File: config.mk
export PLATFORM = sky130hd
export DESIGN_NAME = knn_stream_frontend_flat
export DESIGN_NICKNAME = d
export VERILOG_FILES = /design/src/rtl/knn_pkg.sv /design/src/rtl/knn_stream_frontend_if.sv /design/src/rtl/knn_stream_frontend.sv /design/src/flat_wrapper.sv
export SDC_FILE = /design/constraint.sdc
export NUM_CORES = 1
export LEC_CHECK = 0
export CORE_MARGIN = 1.5
export CORE_UTILIZATION = 46
export CTS_BUF_LIST = sky130_fd_sc_hd__clkbuf_4
export DETAILED_ROUTE_END_ITERATION = 8
export PLACE_DENSITY = 0.79
export SLEW_MARGIN = 40
export SYNTH_ARGS = -nofsm -noshare
export SYNTH_HDL_FRONTEND = slang
export SYNTH_SLANG_ARGS = --single-unit
File: constraint.sdc
create_clock -name clk -period 2.2 [get_ports clk]
set_clock_uncertainty 0.2 [all_clocks]
set_input_delay 0.44 -clock clk [delete_from_list [all_inputs] [get_ports clk]]
set_output_delay 0.44 -clock clk [all_outputs]
set_load 0.02 [all_outputs]
File: src/rtl/knn_pkg.sv
// Shared types and constants for the kNN stream front end.
//   knn_state_e : front-end FSM states
//   KNN_*       : default word width, result count and points per frame
//   point_base  : low bit index of point i inside the packed core bus
package knn_pkg;

  localparam int unsigned KNN_W = 32;
  localparam int unsigned KNN_K = 2;
  localparam int unsigned KNN_N = 4;

  typedef enum logic [1:0] {
    ST_IDLE   = 2'd0,
    ST_LOAD   = 2'd1,
    ST_SETTLE = 2'd2,
    ST_OUT    = 2'd3
  } knn_state_e;

  // Points fill downward from just below the query; the last point lands at bit 0.
  function automatic int unsigned point_base(input int unsigned idx,
                                             input int unsigned n,
                                             input int unsigned w);
    return (n - 1 - idx) * w;
  endfunction

endpackage

File: src/rtl/knn_stream_frontend_if.sv
// Input beat stream and result stream of the kNN front end.
//   in_valid/in_ready/in_sop/in_data : query/point beats (sop marks the query)
//   out_valid/out_ready/out_data     : captured K-word result
//   master : traffic source / result sink
//   slave  : the front end
interface knn_stream_frontend_if
  import knn_pkg::*;
#(
  parameter int unsigned W = KNN_W,
  parameter int unsigned K = KNN_K
) ();

  logic           in_valid;
  logic           in_ready;
  logic           in_sop;
  logic [W-1:0]   in_data;
  logic           out_valid;
  logic           out_ready;
  logic [W*K-1:0] out_data;

  modport master (
    output in_valid, in_sop, in_data, out_ready,
    input  in_ready, out_valid, out_data
  );

  modport slave (
    input  in_valid, in_sop, in_data, out_ready,
    output in_ready, out_valid, out_data
  );

endinterface

File: src/rtl/knn_stream_frontend.sv
// Sequential front end for the combinational kNN core.
// Collects one query and N points, presents them packed to the core, waits
// SETTLE_CYC cycles, then captures the core result for a valid/ready output.
//   clk, rst_n  : clock, async active-low reset
//   strm        : input beat stream and result stream (slave side)
//   knn_p_input : registered packed bus {query, point0 .. pointN-1} to the core
//   knn_o       : combinational result from the core
//   busy        : high whenever the FSM is not idle
//   frame_err   : one-cycle pulse on an orphan point or a mid-frame restart
module knn_stream_frontend
  import knn_pkg::*;
#(
  parameter int unsigned W          = KNN_W,
  parameter int unsigned K          = KNN_K,
  parameter int unsigned N          = KNN_N,
  parameter int unsigned SETTLE_CYC = 1
) (
  input  logic                 clk,
  input  logic                 rst_n,
  knn_stream_frontend_if.slave strm,
  output logic [(N+1)*W-1:0]   knn_p_input,
  input  logic [W*K-1:0]       knn_o,
  output logic                 busy,
  output logic                 frame_err
);

  localparam int unsigned BUS_W = (N + 1) * W;
  localparam int unsigned RES_W = W * K;
  localparam int unsigned CNT_W = (N > 1) ? $clog2(N) : 1;
  localparam int unsigned SET_W = (SETTLE_CYC > 0) ? $clog2(SETTLE_CYC + 1) : 1;

  localparam logic [CNT_W-1:0] LAST_PT    = CNT_W'(N - 1);
  localparam logic [SET_W-1:0] SETTLE_LIM = SET_W'(SETTLE_CYC);

  knn_state_e        state_q, state_d;
  logic [CNT_W-1:0]  wcnt_q, wcnt_d;
  logic [SET_W-1:0]  scnt_q, scnt_d;
  logic [BUS_W-1:0]  bus_q, bus_d;
  logic [RES_W-1:0]  res_q, res_d;
  logic              ovalid_q, ovalid_d;
  logic              ferr_q, ferr_d;
  logic              iready_q, iready_d;
  logic              busy_q, busy_d;
  logic              accept;

  assign accept = strm.in_valid && iready_q;

  // Next-state, packing and capture logic.
  always_comb begin
    state_d  = state_q;
    wcnt_d   = wcnt_q;
    scnt_d   = scnt_q;
    bus_d    = bus_q;
    res_d    = res_q;
    ovalid_d = ovalid_q;
    ferr_d   = 1'b0;

    case (state_q)
      ST_IDLE: begin
        if (accept) begin
          if (strm.in_sop) begin
            bus_d[BUS_W-1 -: W] = strm.in_data;
            wcnt_d              = '0;
            state_d             = ST_LOAD;
          end else begin
            ferr_d = 1'b1;
          end
        end
      end

      ST_LOAD: begin
        if (accept) begin
          if (strm.in_sop) begin
            // Restart: stale points are overwritten as the new frame fills.
            bus_d[BUS_W-1 -: W] = strm.in_data;
            wcnt_d              = '0;
            ferr_d              = 1'b1;
          end else begin
            for (int unsigned i = 0; i < N; i++) begin
              if (wcnt_q == CNT_W'(i)) begin
                bus_d[point_base(i, N, W) +: W] = strm.in_data;
              end
            end
            if (wcnt_q == LAST_PT) begin
              wcnt_d  = '0;
              scnt_d  = '0;
              state_d = ST_SETTLE;
            end else begin
              wcnt_d = wcnt_q + CNT_W'(1);
            end
          end
        end
      end

      ST_SETTLE: begin
        if (scnt_q == SETTLE_LIM) begin
          res_d    = knn_o;
          ovalid_d = 1'b1;
          state_d  = ST_OUT;
        end else begin
          scnt_d = scnt_q + SET_W'(1);
        end
      end

      ST_OUT: begin
        if (strm.out_ready) begin
          ovalid_d = 1'b0;
          state_d  = ST_IDLE;
        end
      end

      default: state_d = ST_IDLE;
    endcase

    // Ready/busy are registered from the upcoming state so they track it exactly.
    iready_d = (state_d == ST_IDLE) || (state_d == ST_LOAD);
    busy_d   = (state_d != ST_IDLE);
  end

  // State and datapath registers.
  always_ff @(posedge clk or negedge rst_n) begin
    if (!rst_n) begin
      state_q  <= ST_IDLE;
      wcnt_q   <= '0;
      scnt_q   <= '0;
      bus_q    <= '0;
      res_q    <= '0;
      ovalid_q <= 1'b0;
      ferr_q   <= 1'b0;
      iready_q <= 1'b1;
      busy_q   <= 1'b0;
    end else begin
      state_q  <= state_d;
      wcnt_q   <= wcnt_d;
      scnt_q   <= scnt_d;
      bus_q    <= bus_d;
      res_q    <= res_d;
      ovalid_q <= ovalid_d;
      ferr_q   <= ferr_d;
      iready_q <= iready_d;
      busy_q   <= busy_d;
    end
  end

  assign strm.in_ready  = iready_q;
  assign strm.out_valid = ovalid_q;
  assign strm.out_data  = res_q;
  assign knn_p_input    = bus_q;
  assign busy           = busy_q;
  assign frame_err      = ferr_q;

endmodule

File: src/flat_wrapper.sv
// flat-port wrapper written by rule: the top's interface ports become plain ports
module knn_stream_frontend_flat import knn_pkg::*;
#(
  parameter int unsigned W          = KNN_W,
  parameter int unsigned K          = KNN_K,
  parameter int unsigned N          = KNN_N,
  parameter int unsigned SETTLE_CYC = 1
)
  (clk, rst_n, knn_p_input, knn_o, busy, frame_err, strm_in_valid, strm_in_sop, strm_in_data, strm_out_ready, strm_in_ready, strm_out_valid, strm_out_data);
  knn_stream_frontend_if #(.W(W), .K(K)) strm_i ();
  input  logic clk;
  input  logic rst_n;
  output logic [(N+1)*W-1:0] knn_p_input;
  input  logic [W*K-1:0] knn_o;
  output logic busy;
  output logic frame_err;
  input wire logic [$bits(strm_i.in_valid)-1:0] strm_in_valid;
  input wire logic [$bits(strm_i.in_sop)-1:0] strm_in_sop;
  input wire logic [$bits(strm_i.in_data)-1:0] strm_in_data;
  input wire logic [$bits(strm_i.out_ready)-1:0] strm_out_ready;
  output wire logic [$bits(strm_i.in_ready)-1:0] strm_in_ready;
  output wire logic [$bits(strm_i.out_valid)-1:0] strm_out_valid;
  output wire logic [$bits(strm_i.out_data)-1:0] strm_out_data;
  assign strm_i.in_valid = strm_in_valid;
  assign strm_i.in_sop = strm_in_sop;
  assign strm_i.in_data = strm_in_data;
  assign strm_i.out_ready = strm_out_ready;
  assign strm_in_ready = strm_i.in_ready;
  assign strm_out_valid = strm_i.out_valid;
  assign strm_out_data = strm_i.out_data;
  knn_stream_frontend #(.W(W), .K(K), .N(N), .SETTLE_CYC(SETTLE_CYC)) u_core (.clk(clk), .rst_n(rst_n), .strm(strm_i), .knn_p_input(knn_p_input), .knn_o(knn_o), .busy(busy), .frame_err(frame_err));
endmodule
==> results of run 1 <==
## metrics by stage
step                      instance area, um2  setup slack [ns]
after detailed placement               12700            -0.270
after global placement                 12700            -0.258
after floorplan                         8970             0.233
final                                  13200             0.144
after global routing                   13200            0.0436
after CTS                              13200            0.0678
## layer usage
| metal | global-route usage | part of all wire | vias up |
|---|---|---|---|
| met1 | 0.253 | 0.37 | 2969 |
| li1 | - | - | 2680 |
| met5 | 0 | 0 | - |
| met2 | 0.409 | 0.52 | 243 |
| met3 | 0.0741 | 0.073 | 58 |
| met4 | 0.114 | 0.038 | 0 |
## area by class of cell
cell class / count / area [um2] / area share
antenna: 1 / 2.50 / 0.000190
tap: 260 / 325 / 0.0247
clock inverter: 15 / 85.1 / 0.00647
clock buffer: 84 / 631 / 0.0479
multi-input combinational: 265 / 2930 / 0.223
timing repair buffer: 351 / 3340 / 0.254
inverter: 4 / 15.0 / 0.00114
sequential: 233 / 5830 / 0.443
## sequential cells by signal, summed over array words and instances, names as in the netlist
register	flops
u_core.strm.out_data	64
u_core.scnt_q	1
u_core.knn_p_input	160
u_core.wcnt_q	2
u_core.busy	1
u_core.frame_err	1
u_core.state_q	2
u_core.strm.out_valid	1
u_core.strm.in_ready	1
## layout by cell type (no fill, tap or decap), types with 2 or more instances in the layout
cell type / n
dfrtp_1: 232
dlygate4sd2_1: 227
mux2_2: 196
clkdlybuf4s50_1: 99
clkbuf_4: 84
mux2_4: 28
buf_12: 13
clkinv_1: 11
buf_4: 9
ha_1: 6
inv_1: 4
o21ai_0: 4
nand2_2: 4
a21oi_1: 3
nor2_1: 3
nand2_1: 3
and3_1: 2
nor2b_1: 2
clkinv_2: 2
## synthesized netlist by cell type (all sizes together)
master  instances  share of area
dfrtp         232           0.65
a21oi           3         0.0017
o22ai           1        0.00070
and4b           1         0.0011
nand2b          1        0.00070
or2             1        0.00070
nor3b           1        0.00084
inv             4         0.0017
nand2           8         0.0052
and3            2         0.0014
mux2          224           0.29
and3b           2         0.0020
clkbuf          1        0.00042
ha              6         0.0084
nor2            3         0.0013
buf            24          0.023
a31oi           1        0.00070
o221ai          1        0.00098
dfstp           1         0.0029
o31ai           1        0.00084
mux2i           1         0.0011
nor2b           2         0.0014
nand4           1        0.00070
and2            1        0.00070
o21ai           4         0.0022
## power by group
part           total (mW)  internal (mW)  switching, mW
logic                9.09           4.20           4.89
clock network        3.49           1.85           1.64
registers            7.43           6.37           1.06
total                20.0           12.4           7.58
## what timing repair did
action                                  CTS  global route
hold buffers                              1             0
endpoints found under the hold margin   232             0
endpoints found under the setup margin  228             0
resized for setup                       231             0
## path summary, 6_finish.rpt
| check | from | to |
|---|---|---|
| max | u_core.knn_p_input[127]$_DFFE_PN0P_ | knn_p_input[127] |
| min | rst_n | u_core.knn_p_input[83]$_DFFE_PN0P_ |
| max reg2reg | u_core.state_q[0]$_DFF_PN0_ | u_core.knn_p_input[31]$_DFFE_PN0P_ |
| min reg2reg | u_core.knn_p_input[39]$_DFFE_PN0P_ | u_core.knn_p_input[39]$_DFFE_PN0P_ |
| max in group asynchronous | rst_n | u_core.knn_p_input[1]$_DFFE_PN0P_ |
| min in group clk | knn_o[54] | u_core.strm.out_data[54]$_DFFE_PN0P_ |
## logic make-up after synthesis
group / Yosys count
flip-flops: 233
buffers and inverters: 29
AO/OA/AOI/OAI: 11
multiplexers: 225
adder cells (fa/ha/maj): 6
AND/OR/NAND/NOR: 23
==> results.cfg, run 1 <==
[cells_and_area]
synthToLayoutAreaGrowth_pct = 46.6
drive_gt1_frac = 0.361
fin_nets = 1021
fill_cells = 1443
postLayoutCoreUtil = 0.696
fin_cells = 1213

[critical_path]
end_kind = output port
path_delay_family = buffers and inverters
critPathMaxFanout = 2
worst-path-buf-inv = 1
path_depth = 1
critical-path-max-stage-delay_ns = 0.39
slowest_stage = dlygate4sd2_1
critPathKind = register to output port
crit_chain = dlygate4sd2_1
reg2reg_depth = 7
arrival_ns = 1.42
rrSetupSlack_ns = 0.22
critPathRequiredTime_ns = 1.56
worstSetupStartpointType = register

[synth]
yosys.area_share.simple = 0.0159
syn_avg_cell_area_um2 = 17.0
ys_warn_count = 0
synthAdderAreaFrac = 0.00837
syn_area_um2 = 8970
muxShareOfSynthArea = 0.294
synth_xor_area_frac = 0
yosysUniqueCellTypes = 30
synth_nets = 634
syn_inst = 527
ys_seq_elements = 233
synth_top_family_by_area = multiplexers
synth_compound_area_frac = 0.00711
synth_seq_area_share = 0.650

[outcome]
status = completed

[placed_design]
post-dp-hpwl_um = 17000
io_buffers = 328
routabilityCongestion = 0.779
place_inst = 1112

[floorplanning]
floorplan.die_area_um2 = 20400
core_um2 = 18900
std_cell_rows = 50
io_pins = 329
die_y_um = 143
fp.dieW_um = 143
start_util = 0.475

[global_routing]
gr-total-overflow = 0
grt_max_degree = 54
antenna_found_initial = 1
grt_pass1_wl_um = 36200
grt_pass1_vias = 6649
grt_usage = 0.233

[pwr]
ir_drop_v = 0.000784
power.leakage_nw = 6.53
powerDensity_nw_per_um2 = 1520
p_total_mw = 20.0

[timing]
rsz0062_at_grt = no
fmax_mhz = 486
hold_violations = 0
setup_viol = 0
maxSlewViolCount = 0
tightest_slew_ns = 0.436
fin_crit_sh = 0.934
layout_min_cycle_time_ns = 2.06
fin_setup_tns_ns = 0
fin_hold_ws_ns = 0.0707
slew_headroom = 0.709

[route]
dr.pass1.iters = 4
remaining_drc_errors = 0
detail-route-antenna-nets = 0
wirelength_um = 23400
vias = 5950
avgRoutedWirePerCell_um = 19.3
viasPerCell = 4.91
drtIter0Drc = 102

[clocking]
cts_made_buffers = 59
cts_max_path_buffers = 3
worstSkewPairLatency_ns = 0.67
cts_tree = done
cts.htree.levels = 2
cts_root_buf = clkbuf_4
cts_setup_buffers = 0
cts.sinks = 233
path_clk_slew_ns = 0.07

[run]
max_cap_viol_count = 0

[hold_path]
hold_path_class = input port to async pin
Note: power is estimated with default switching activity, not from simulation.
==> inputs of run 2 (changes only) <==
--- a/config.mk
+++ b/config.mk
@@ -8,6 +8,6 @@
 export CORE_MARGIN = 1.5
-export CORE_UTILIZATION = 46
+export CORE_UTILIZATION = 45
 export CTS_BUF_LIST = sky130_fd_sc_hd__clkbuf_4
 export DETAILED_ROUTE_END_ITERATION = 8
-export PLACE_DENSITY = 0.79
+export PLACE_DENSITY = 0.78
 export SLEW_MARGIN = 40
--- a/constraint.sdc
+++ b/constraint.sdc
@@ -4,2 +4,2 @@
 set_output_delay 0.44 -clock clk [all_outputs]
-set_load 0.02 [all_outputs]
+set_load 0.1 [all_outputs]
==> run 2 against run 1 <==
Effect of this change: sequential share of layout area rose by 0.96 points; non-clock buffer count is the same; first-iteration DRC count up 35%; largest cell class unchanged; clock-buffer cell count is 8 higher; cell count up 0.25%; fmax is 0.89% higher; routed wire length decreased by 2.2%; critical path type unchanged.
==> results.cfg, run 2 (synthesis gave the netlist of run 1 again) <==
[outcome]
status = completed

[cells_and_area]
synthToLayoutAreaGrowth_pct = 43.5
fin_nets = 1021
fill_cells = 1462
largest_register_ffs = 160
multi_input_area_um2 = 2930
postLayoutCoreUtil = 0.660
final_common_cell = buf_4
most-common-layout-cells = buf_4 (237), dfrtp_1 (232), mux2_2 (196), clkdlybuf4s50_1 (99), clkbuf_4 (92)
seq_area_um2 = 5830
drive_gt1_frac = 0.608

[critical_path]
end_kind = output port
critPathRequiredTime_ns = 1.56
slowest_stage = dfstp_2
critical-path-max-stage-delay_ns = 0.59
worstSetupStartpointType = register
path_delay_family = flip-flops
worst-path-buf-inv = 1
regToRegStartpoint = u_core.state_q[0]$_DFF_PN0_
crit_chain = buf_12
arrival_ns = 1.40
critPathKind = register to output port
crit_start = u_core.strm.in_ready$_DFF_PN1_
critPathMaxFanout = 5

[floorplanning]
start_util = 0.460
die_y_um = 144
floorplan.die_area_um2 = 20800
core_um2 = 19500
io_pins = 329
fp.dieW_um = 144
std_cell_rows = 51

[global_routing]
gr-total-overflow = 0
grt_pass1_wl_um = 35100
grt_max_degree = 65
antenna_found_initial = 1
grt_usage = 0.219
grt_pass1_vias = 6515

[clocking]
cts_made_buffers = 59
cts_max_path_buffers = 3
cts_tree = done
path_clk_slew_ns = 0.06
cts.htree.levels = 2
worstSkewPairLatency_ns = 0.65
cts_root_buf = clkbuf_4
cts.sinks = 233

[placed_design]
io_buffers = 328
routabilityCongestion = 0.794
post-dp-hpwl_um = 16800

[run]
max_cap_viol_count = 0

[timing]
hold_violations = 0
rsz0062_at_grt = no
maxSlewViolCount = 0
fin_crit_sh = 0.926
layout_min_cycle_time_ns = 2.04
fin_hold_ws_ns = 0.0800
setup_viol = 0
fmax_mhz = 491
slew_headroom = 0.743
tightest_slew_ns = 0.386

[route]
avgRoutedWirePerCell_um = 18.8
wirelength_um = 22800
vias = 5987
viasPerCell = 4.92
remaining_drc_errors = 0
drtIter0Drc = 138
detail-route-antenna-nets = 0
dr.pass1.iters = 4

[hold_path]
hold_path_class = input port to async pin
-- run 2: cell type report --
cell class,count,area share
inverter,4,0.00117
clock buffer,92,0.0536
tap,265,0.0257
multi-input combinational,265,0.228
sequential,233,0.453
clock inverter,4,0.00146
antenna,2,0.000389
timing repair buffer,351,0.237
-- run 2: timing repair --
item / 4_1_cts / 5_1_grt
resized for setup: 0 / 0
buffers inserted: 0 / 0
hold endpoints to repair: 233 / 0
hold buffers: 1 / 0
-- run 2: through the flow --
step	setup TNS (ns)	instances	setup WS [ns]	area, um2
5_1_grt	0	1216	0.0729	12900
2_1_floorplan	0	527	0.134	8970
6_report	0	1216	0.162	12900
3_3_place_gp	-28.07	1117	-0.239	12200
4_1_cts	0	1214	0.0941	12900
3_5_place_dp	-28.50	1117	-0.248	12200
-- run 2: final timing paths --
check | slack [ns] | cells past startpoint | end
max | 0.16 | 1 | strm_in_ready
min | 0.08 | 2 | u_core.knn_p_input[80]$_DFFE_PN0P_
max reg2reg | 0.23 | 7 | u_core.knn_p_input[52]$_DFFE_PN0P_
min reg2reg | 0.31 | 1 | u_core.knn_p_input[105]$_DFFE_PN0P_
max in group asynchronous | 1.05 | 3 | u_core.knn_p_input[150]$_DFFE_PN0P_
min in group clk | 0.20 | 2 | u_core.strm.out_data[46]$_DFFE_PN0P_
-- run 2: worst register-to-register path, cell delays in order (launching register included) --
cell and delay, ns:
dfrtp_1 0.38, nand2b_1 0.10, inv_1 0.06, ha_1 0.17
and3_1 0.25, nand2_2 0.17, buf_12 0.19, mux2_2 0.35
-- run 2: metal layers --
layer  vias to the layer above  track usage  routed length, um
met2                       246        0.387              11900
li1                       2675            -                  -
met5                         -            0                  0
met4                         0       0.0994                817
met1                      3014        0.242               8270
met3                        52       0.0662               1810
Power of run 2 is not shown: default switching activity piles up to over one toggle a cycle in this logic, so the estimate is an artifact.
==> inputs of run 3 (changes only) <==
- CAP_MARGIN: not set -> 20
==> results of run 3 <==
Same layout as run 2: the final DEF is identical, and so are final timing and power.
Power of run 3 is left out for the same reason.
